`src/rtl/regfile_mp.sv`:
```
// regfile_mp: multi-port register file with two write ports, optional write-first bypass,
// optional hardwired zero register and a per-register busy scoreboard.
module regfile_mp #(
   parameter int DATA_W   = 32,
   parameter int ADDR_W   = 5,
   parameter int NUM_RD   = 2,
   parameter int ZERO_REG = 1,
   parameter int BYPASS   = 1
) (
   input  logic                     clk_i,
   input  logic                     rst_n_i,
   input  logic [NUM_RD*ADDR_W-1:0] rd_addr_i,
   output logic [NUM_RD*DATA_W-1:0] rd_data_o,
   output logic [NUM_RD-1:0]        rd_busy_o,
   input  logic [1:0]               wr_en_i,
   input  logic [2*ADDR_W-1:0]      wr_addr_i,
   input  logic [2*DATA_W-1:0]      wr_data_i,
   input  logic [1:0]               wr_clr_i,
   input  logic                     rsv_en_i,
   input  logic [ADDR_W-1:0]        rsv_addr_i,
   output logic                     any_busy_o
);
   localparam int DEPTH = 1 << ADDR_W;

   logic [DATA_W-1:0] regs_q [DEPTH];
   logic [DATA_W-1:0] regs_d [DEPTH];
   logic [DEPTH-1:0]  busy_q, busy_d;
   logic [1:0]        we;
   logic [ADDR_W-1:0] wa [2];
   logic [DATA_W-1:0] wd [2];
   logic [ADDR_W-1:0] ra;

   // Effective write enables: dropped during reset (keeps bypass quiet) and for a hardwired r0
   always_comb begin
      for (int j = 0; j < 2; j++) begin
         wa[j] = wr_addr_i[j*ADDR_W +: ADDR_W];
         wd[j] = wr_data_i[j*DATA_W +: DATA_W];
         we[j] = rst_n_i & wr_en_i[j] & ((ZERO_REG == 0) || (wa[j] != '0));
      end
   end

   // Port 1 is applied last so it wins on a shared address; a reserve overrides any clear
   always_comb begin
      regs_d = regs_q;
      busy_d = busy_q;
      for (int j = 0; j < 2; j++) begin
         if (we[j]) begin
            regs_d[wa[j]] = wd[j];
            busy_d[wa[j]] = wr_clr_i[j] ? 1'b0 : busy_q[wa[j]];
         end
      end
      if (rsv_en_i) busy_d[rsv_addr_i] = 1'b1;
      if (ZERO_REG != 0) busy_d[0] = 1'b0;
   end

   always_ff @(posedge clk_i or negedge rst_n_i) begin
      if (!rst_n_i) begin
         for (int i = 0; i < DEPTH; i++) regs_q[i] <= '0;
         busy_q <= '0;
      end else begin
         regs_q <= regs_d;
         busy_q <= busy_d;
      end
   end

   always_comb begin
      rd_data_o = '0;
      rd_busy_o = '0;
      ra        = '0;
      for (int k = 0; k < NUM_RD; k++) begin
         ra = rd_addr_i[k*ADDR_W +: ADDR_W];
         rd_data_o[k*DATA_W +: DATA_W] = regs_q[ra];
         if (BYPASS != 0) begin
            if (we[0] && wa[0] == ra) rd_data_o[k*DATA_W +: DATA_W] = wd[0];
            if (we[1] && wa[1] == ra) rd_data_o[k*DATA_W +: DATA_W] = wd[1];
         end
         if (ZERO_REG != 0 && ra == '0) rd_data_o[k*DATA_W +: DATA_W] = '0;
         rd_busy_o[k] = busy_q[ra];
      end
   end

   assign any_busy_o = |busy_q;
endmodule
```
`config.mk`:
```
export PLATFORM = sky130hd
export DESIGN_NAME = regfile_mp
export DESIGN_NICKNAME = d
export VERILOG_FILES = /design/src/rtl/regfile_mp.sv
export SDC_FILE = /design/constraint.sdc
export NUM_CORES = 2
export LEC_CHECK = 0
export CORE_ASPECT_RATIO = 0.9
export CORE_UTILIZATION = 63
export CTS_BUF_LIST = sky130_fd_sc_hd__clkbuf_16
export CTS_CLUSTER_SIZE = 30
export DETAILED_ROUTE_END_ITERATION = 10
export PLACE_DENSITY = 0.81
export SYNTH_ARGS = -nofsm -noshare
export SYNTH_HDL_FRONTEND = slang
export SYNTH_SLANG_ARGS = --single-unit
```
`constraint.sdc`:
```
create_clock -name clk_i -period 3.8 [get_ports clk_i]
set_input_delay 0.38 -clock clk_i [delete_from_list [all_inputs] [get_ports clk_i]]
set_output_delay 0.38 -clock clk_i [all_outputs]
set_load 0.005 [all_outputs]
```
[Word level (Yosys, flattened, before mapping)]
Cells that the tools add are included.
Word-level totals
  output and inout bits: 67
  register bits after elaboration: 1055
  word-level logic and storage cells: 115
  bits of input ports: 96
Operators by class
  reduce and logical (&&, ||, !) cells: 14
  equality and inequality tests: 4
  multiplexer cells: 41
  magnitude comparators: 14
  bitwise operators: 9
Operator list (number)
  $bwmux 1024: 2
  $mux 1024: 2
  $mux 32: 15
  $bmux 32 s5: 2
  $demux 32 s5: 2
  $bwmux 32: 2
  $or 32x32->32: 1
  $reduce_or 31->1: 1
  $lt 5x6->1 const B: 5
  $ge 6x6->1 const B: 4
  $not 5->6: 4
  $bmux 1 s5: 4
  $eq 5x5->1: 4
  $demux 1 s5: 3
  $ge 5x1->1 const B: 3
  $lt 6x1->1 const B: 2
  $logic_not 5->1: 2
  $reduce_bool 5->1: 2
  $logic_and 1x1->1: 9
  $mux 1: 9
  $and 1x1->1: 4

[Depth between registers and ports, before layout]
  depth in word-level cells: 10
  depth in mapped cells: 10
  mapped depth without buffers: 5

[Worst setup path before layout]
No wires, ideal clock.
  kind: input -> output
  start point: input rd_addr_i[0]
  end point: output rd_data_o[25]
  required time: 3.420 ns
  buffers on the path: 3
  arrival: 2.295 ns
  stages: 7
  setup slack: 1.125 ns
  cells stage by stage: buf_2 -> clkbuf_1 -> buf_2 -> mux4_2 -> mux2_2 -> a221oi_1 -> o221ai_1
On the way
  longest elaborated chain between the ends: 7
  elaborated cells between the ends (all ways): 12
  those cells by class: eq/ne: 2; mux: 6; bitwise: 1; reduce/logical: 3
Ends and longest elaborated chain
  from (decl): line 12  | input logic [NUM_RD*ADDR_W-1:0] rd_addr_i,
  $not 5->6 (not written as such): line 72  | rd_data_o[k*DATA_W +: DATA_W] = regs_q[ra];
  $bmux 32 s5: line 72
  $mux 32 (not written as such) (2 in a row): line 72
  $mux 32: line 74  | if (we[0] && wa[0] == ra) rd_data_o[k*DATA_W +: DATA_W] = wd[0];
  $mux 32: line 75  | if (we[1] && wa[1] == ra) rd_data_o[k*DATA_W +: DATA_W] = wd[1];
  $mux 32 *: line 77  | if (ZERO_REG != 0 && ra == '0) rd_data_o[k*DATA_W +: DATA_W] = '0;
  to (decl): line 13  | output logic [NUM_RD*DATA_W-1:0] rd_data_o,
Every way passes the cells marked *; elsewhere a longest branch is shown, timed or not. The select of a mux whose other input is x is not followed.

[Worst setup path after layout]
  start point: input rd_addr_i[9]
  end point: output rd_data_o[45]
Same word-level chain as after synthesis.

==> results.md <==
* P_int at 25.7 mW
* CTS tree: built
* Pre-CTS WS at -361 ps
* Clk root buf: clkbuf_16
* CP peak stage delay at 520 ps
* Num CTS Buffers at 111
* Post-synth ARST share at 100%
* CP startpoint kind: input pin
* Max Cap Viol at 0
* Layout cells sized above 1 at 18.4%
* Fin nets at 6611
* Initial DRT Pass Iterations at 9
* DP HPWL at 151000 um
* Post-synthesis mux area share at 32.9%
* Die area at 109000 um^2
* Routed Antenna Nets at 0
* Post-synthesis compound-gate area fraction at 13.0%
* Critical path cell sequence: buf_4, buf_12, nor2b_4, buf_4, a22oi_1, o21ai_1, a21oi_1, buf_4, clkdlybuf4s50_1
* Vias per cell at 7.54
* Number of global-route vias before repair at 59500
* Total congestion overflow at 0
* Initial Utilization at 64.0%
* Crit path capture type: output port
* Critical-path top delay cell: buf_12
* Required time worst endpoint at 3420 ps
* Status: finished, final reports clean
* Io pins at 163
* Worst reg2reg path depth at 6
* Crit-path max FO at 64
* Worst skew pair latency at 740 ps
* Final Setup Violations at 0
* Setup TNS at 0 ps
* Placed Instance Area at 72000 um^2
* CORE AREA at 106000 um^2
* Slew margin rel. at 18.6%
* Syn Inst Count at 6758
* Seq/Total Area, Yosys at 38.9%
* Hold Path Stages at 0
* First-pass GRT wire length at 381000 um
* HP Class: reg -> reg
* Final Wtd Congestion at 0.953
* Clk sinks at 1055
* Clk pwr share at 29.9%
* Post-synth EDFFs at 0
* Synth Net Count at 6854
* H-tree depth at 3
* Distinct cell type count after synthesis at 59
* Critical Path AT at 3380 ps
* Clk pin slew, worst setup/hold paths at 60 ps
* Switching Share at 31.7%
* Ys flop type: dfrtp_1
* WL/cell at 32.2 um
* HP Start: regs_q[997]
* Total design power at 37.6 mW
* Measured slew at the worst slew-check pin at 1220 ps
* Tcrit/Tclk final at 98.9%
* Post-synthesis xor/xnor area fraction at 0.258%
* Die Ht at 314 um
* Layout Skew at 16.1 ps
* Register share of total power at 43.5%
* Vias at 60700
* Final worst slack at 41.7 ps
* RR Startpoint: busy_q[18]
* Largest family of logic cells by synthesized area: multiplexers
* Maximum clock frequency at 0.266 GHz
* Clock Tree Buf Depth at 3
* Crit path launch: rd_addr_i[9]
* Hold WS at 400 ps
* Largest net degree at the start of global routing at 176
* Total Wirelength at 259000 um
* Leakage power at 35.5 nW
* Drc violations at 0
* DR iter-0 viols at 10600
* Max rail drop VDD at 0.453 mV
* Num rows at 113
* Adder-cell area share of the yosys netlist at 0%
* Synth Register Bits at 1055
* Avg Inst Size Synth at 10.1 um^2
* Most used cell, CP: buf_4
* Mapped cell area at 67900 um^2
* Post-Synth Simple-Gate Area at 9.62%
* Die X at 348 um
* Comb power frac at 26.7%
* Yosys warning count at 0
* Initial antenna violation count at 10
* Syn-to-layout area delta at 11.6%
* Final instance area at 75800 um^2
* FILL cells at 7159
* RSZ-0062 raised after global routing: no
* Final Hold Fails at 0
* Final max-slew violation count at 0
* I/O Buffers at 162
* WS Path Type: in -> out
* Psw at 11.9 mW
* Power Dens Cells at 496 nW/um^2
* Period minus WS final at 3760 ps
* GRT Total Usage at 47.0%
[final cells by class]
type	instances	area, um^2	area share (%)
repair buffers	508	5240	6.91
inverters	35	131	0.173
multi-input cells	4804	38600	50.9
clock inverters	92	830	1.09
clock buffers	112	2800	3.70
well taps	1437	1800	2.37
flip-flops and latches	1055	26400	34.8
diodes	2	5.00	0.00660
[worst paths after layout]
check / slack (ps) / end
worst max-delay path: 40 / rd_data_o[45]
worst min-delay path: 400 / regs_q[997]
worst max register to register: 1290 / busy_q[14]
worst min register to register: 400 / regs_q[997]
max in group asynchronous: 690 / regs_q[807]
min in group asynchronous: 490 / regs_q[990]
[registers in the layout, indices dropped and copies added, names as in the netlist]
| signal | cells |
|---|---|
| regs_q | 1024 |
| busy_q | 31 |
[per-stage QoR]
| step | instances | utilization, % |
|---|---|---|
| global route | 8044 | 71.4 |
| finish | 8045 | 71.4 |
| floorplan | 6758 | - |
| global placement | 7830 | 67.8 |
| CTS | 8038 | 71.3 |
| detailed placement | 7831 | 67.8 |
[Yosys cell counts, types with 4 or more instances]
cell       count  area, um^2
a211oi_1      12        90.1
a21oi_1      884        4420
a221oi_1      41         359
a222oi_1       8        80.1
a22oi_1       58         435
a31oi_1        4        25.0
and2_1         6        37.5
and3_1         5        31.3
and3b_1        7        61.3
buf_1        112         420
buf_2        188         941
buf_4          5        37.5
buf_6          4        45.0
clkbuf_1     554        2080
clkinv_1      17        63.8
dfrtp_1     1055       26400
inv_1         18        67.6
mux2_2       100        1130
mux2i_1      960        9610
mux4_2       516       11600
nand2_1      482        1810
nand2b_1       6        37.5
nand3_1       71         355
nand3b_1       4        30.0
nand4_1        8        50.1
nor2_1       927        3480
nor2b_1        8        50.1
nor3_1        16        80.1
nor3b_1        6        45.0
nor4_1        16         100
o2111ai_1     30         263
o211ai_1       4        30.0
o21ai_0      453        2270
o221ai_1      30         263
o22ai_1       32         200
o311ai_0      30         263
or2_2          4        25.0
or3_1          4        25.0
or4_1         30         225
xnor2_1       18         158
[cell families (layout without fill, tap and decap cells)]
family / count (synthesis) / count (layout)
AOI/OAI and AO/OA: 1598 / 1598
muxes: 1576 / 1576
other: 0 / 2
buffers and inverters: 899 / 747
DFF: 1055 / 1055
and+or+nand+nor: 1610 / 1610
xor gates and xnor gates: 20 / 20
[layout by cell type (no fill, tap or decap), drive strengths merged, types with 7 or more instances in the layout]
master / netlist / final
dfrtp: 1055 / 1055
mux2i: 960 / 960
nor2: 928 / 928
a21oi: 884 / 884
mux4: 516 / 516
nand2: 482 / 482
o21ai: 454 / 454
buf: 309 / 353
clkdlybuf4s50: 0 / 152
clkbuf: 555 / 114
mux2: 100 / 100
nand3: 71 / 71
clkinv: 17 / 66
a22oi: 58 / 58
a221oi: 41 / 41
inv: 18 / 40
o22ai: 32 / 32
o221ai: 30 / 30
o2111ai: 30 / 30
or4: 30 / 30
o311ai: 30 / 30
xnor2: 18 / 18
nor3: 17 / 17
nor4: 16 / 16
bufinv: 0 / 14
a211oi: 12 / 12
nand4: 8 / 8
a222oi: 8 / 8
nor2b: 8 / 8
and3b: 7 / 7
clkinvlp: 0 / 7
[per-layer routing]
metal	vias to the layer above	global-route usage [%]	routed length (um)
li1	24100	-	-
met1	29000	58.0	85700
met4	10	36.3	23700
met5	-	0	60
met3	1627	19.7	42400
met2	5934	65.4	107000
[worst max-delay path, delay by kind of cell]
kind	cells	cell delay, ps
simple gates	1	280
compound gates	3	800
buf+inv	5	1830
[repair_timing]
action	4_1_cts	5_1_grt
setup endpoints to repair	61	50
gates resized for setup	7	12
gates cloned	0	1
hold buffers	1	0
buffers inserted	2	4
pin swaps	1	3
endpoints found under the hold margin	197	0
[power groups by stage]
stage / Combinational (mW) / Sequential (mW) / Clock, mW
global route: 10.6 / 16.5 / 11.6
detailed placement: 9.65 / 16.3 / 0
global placement: 9.24 / 16.0 / 0
CTS: 9.76 / 16.1 / 11.1
finish: 10.0 / 16.3 / 11.2
floorplan: 7.11 / 15.5 / 0
Note: power is estimated with default switching activity, not from simulation.
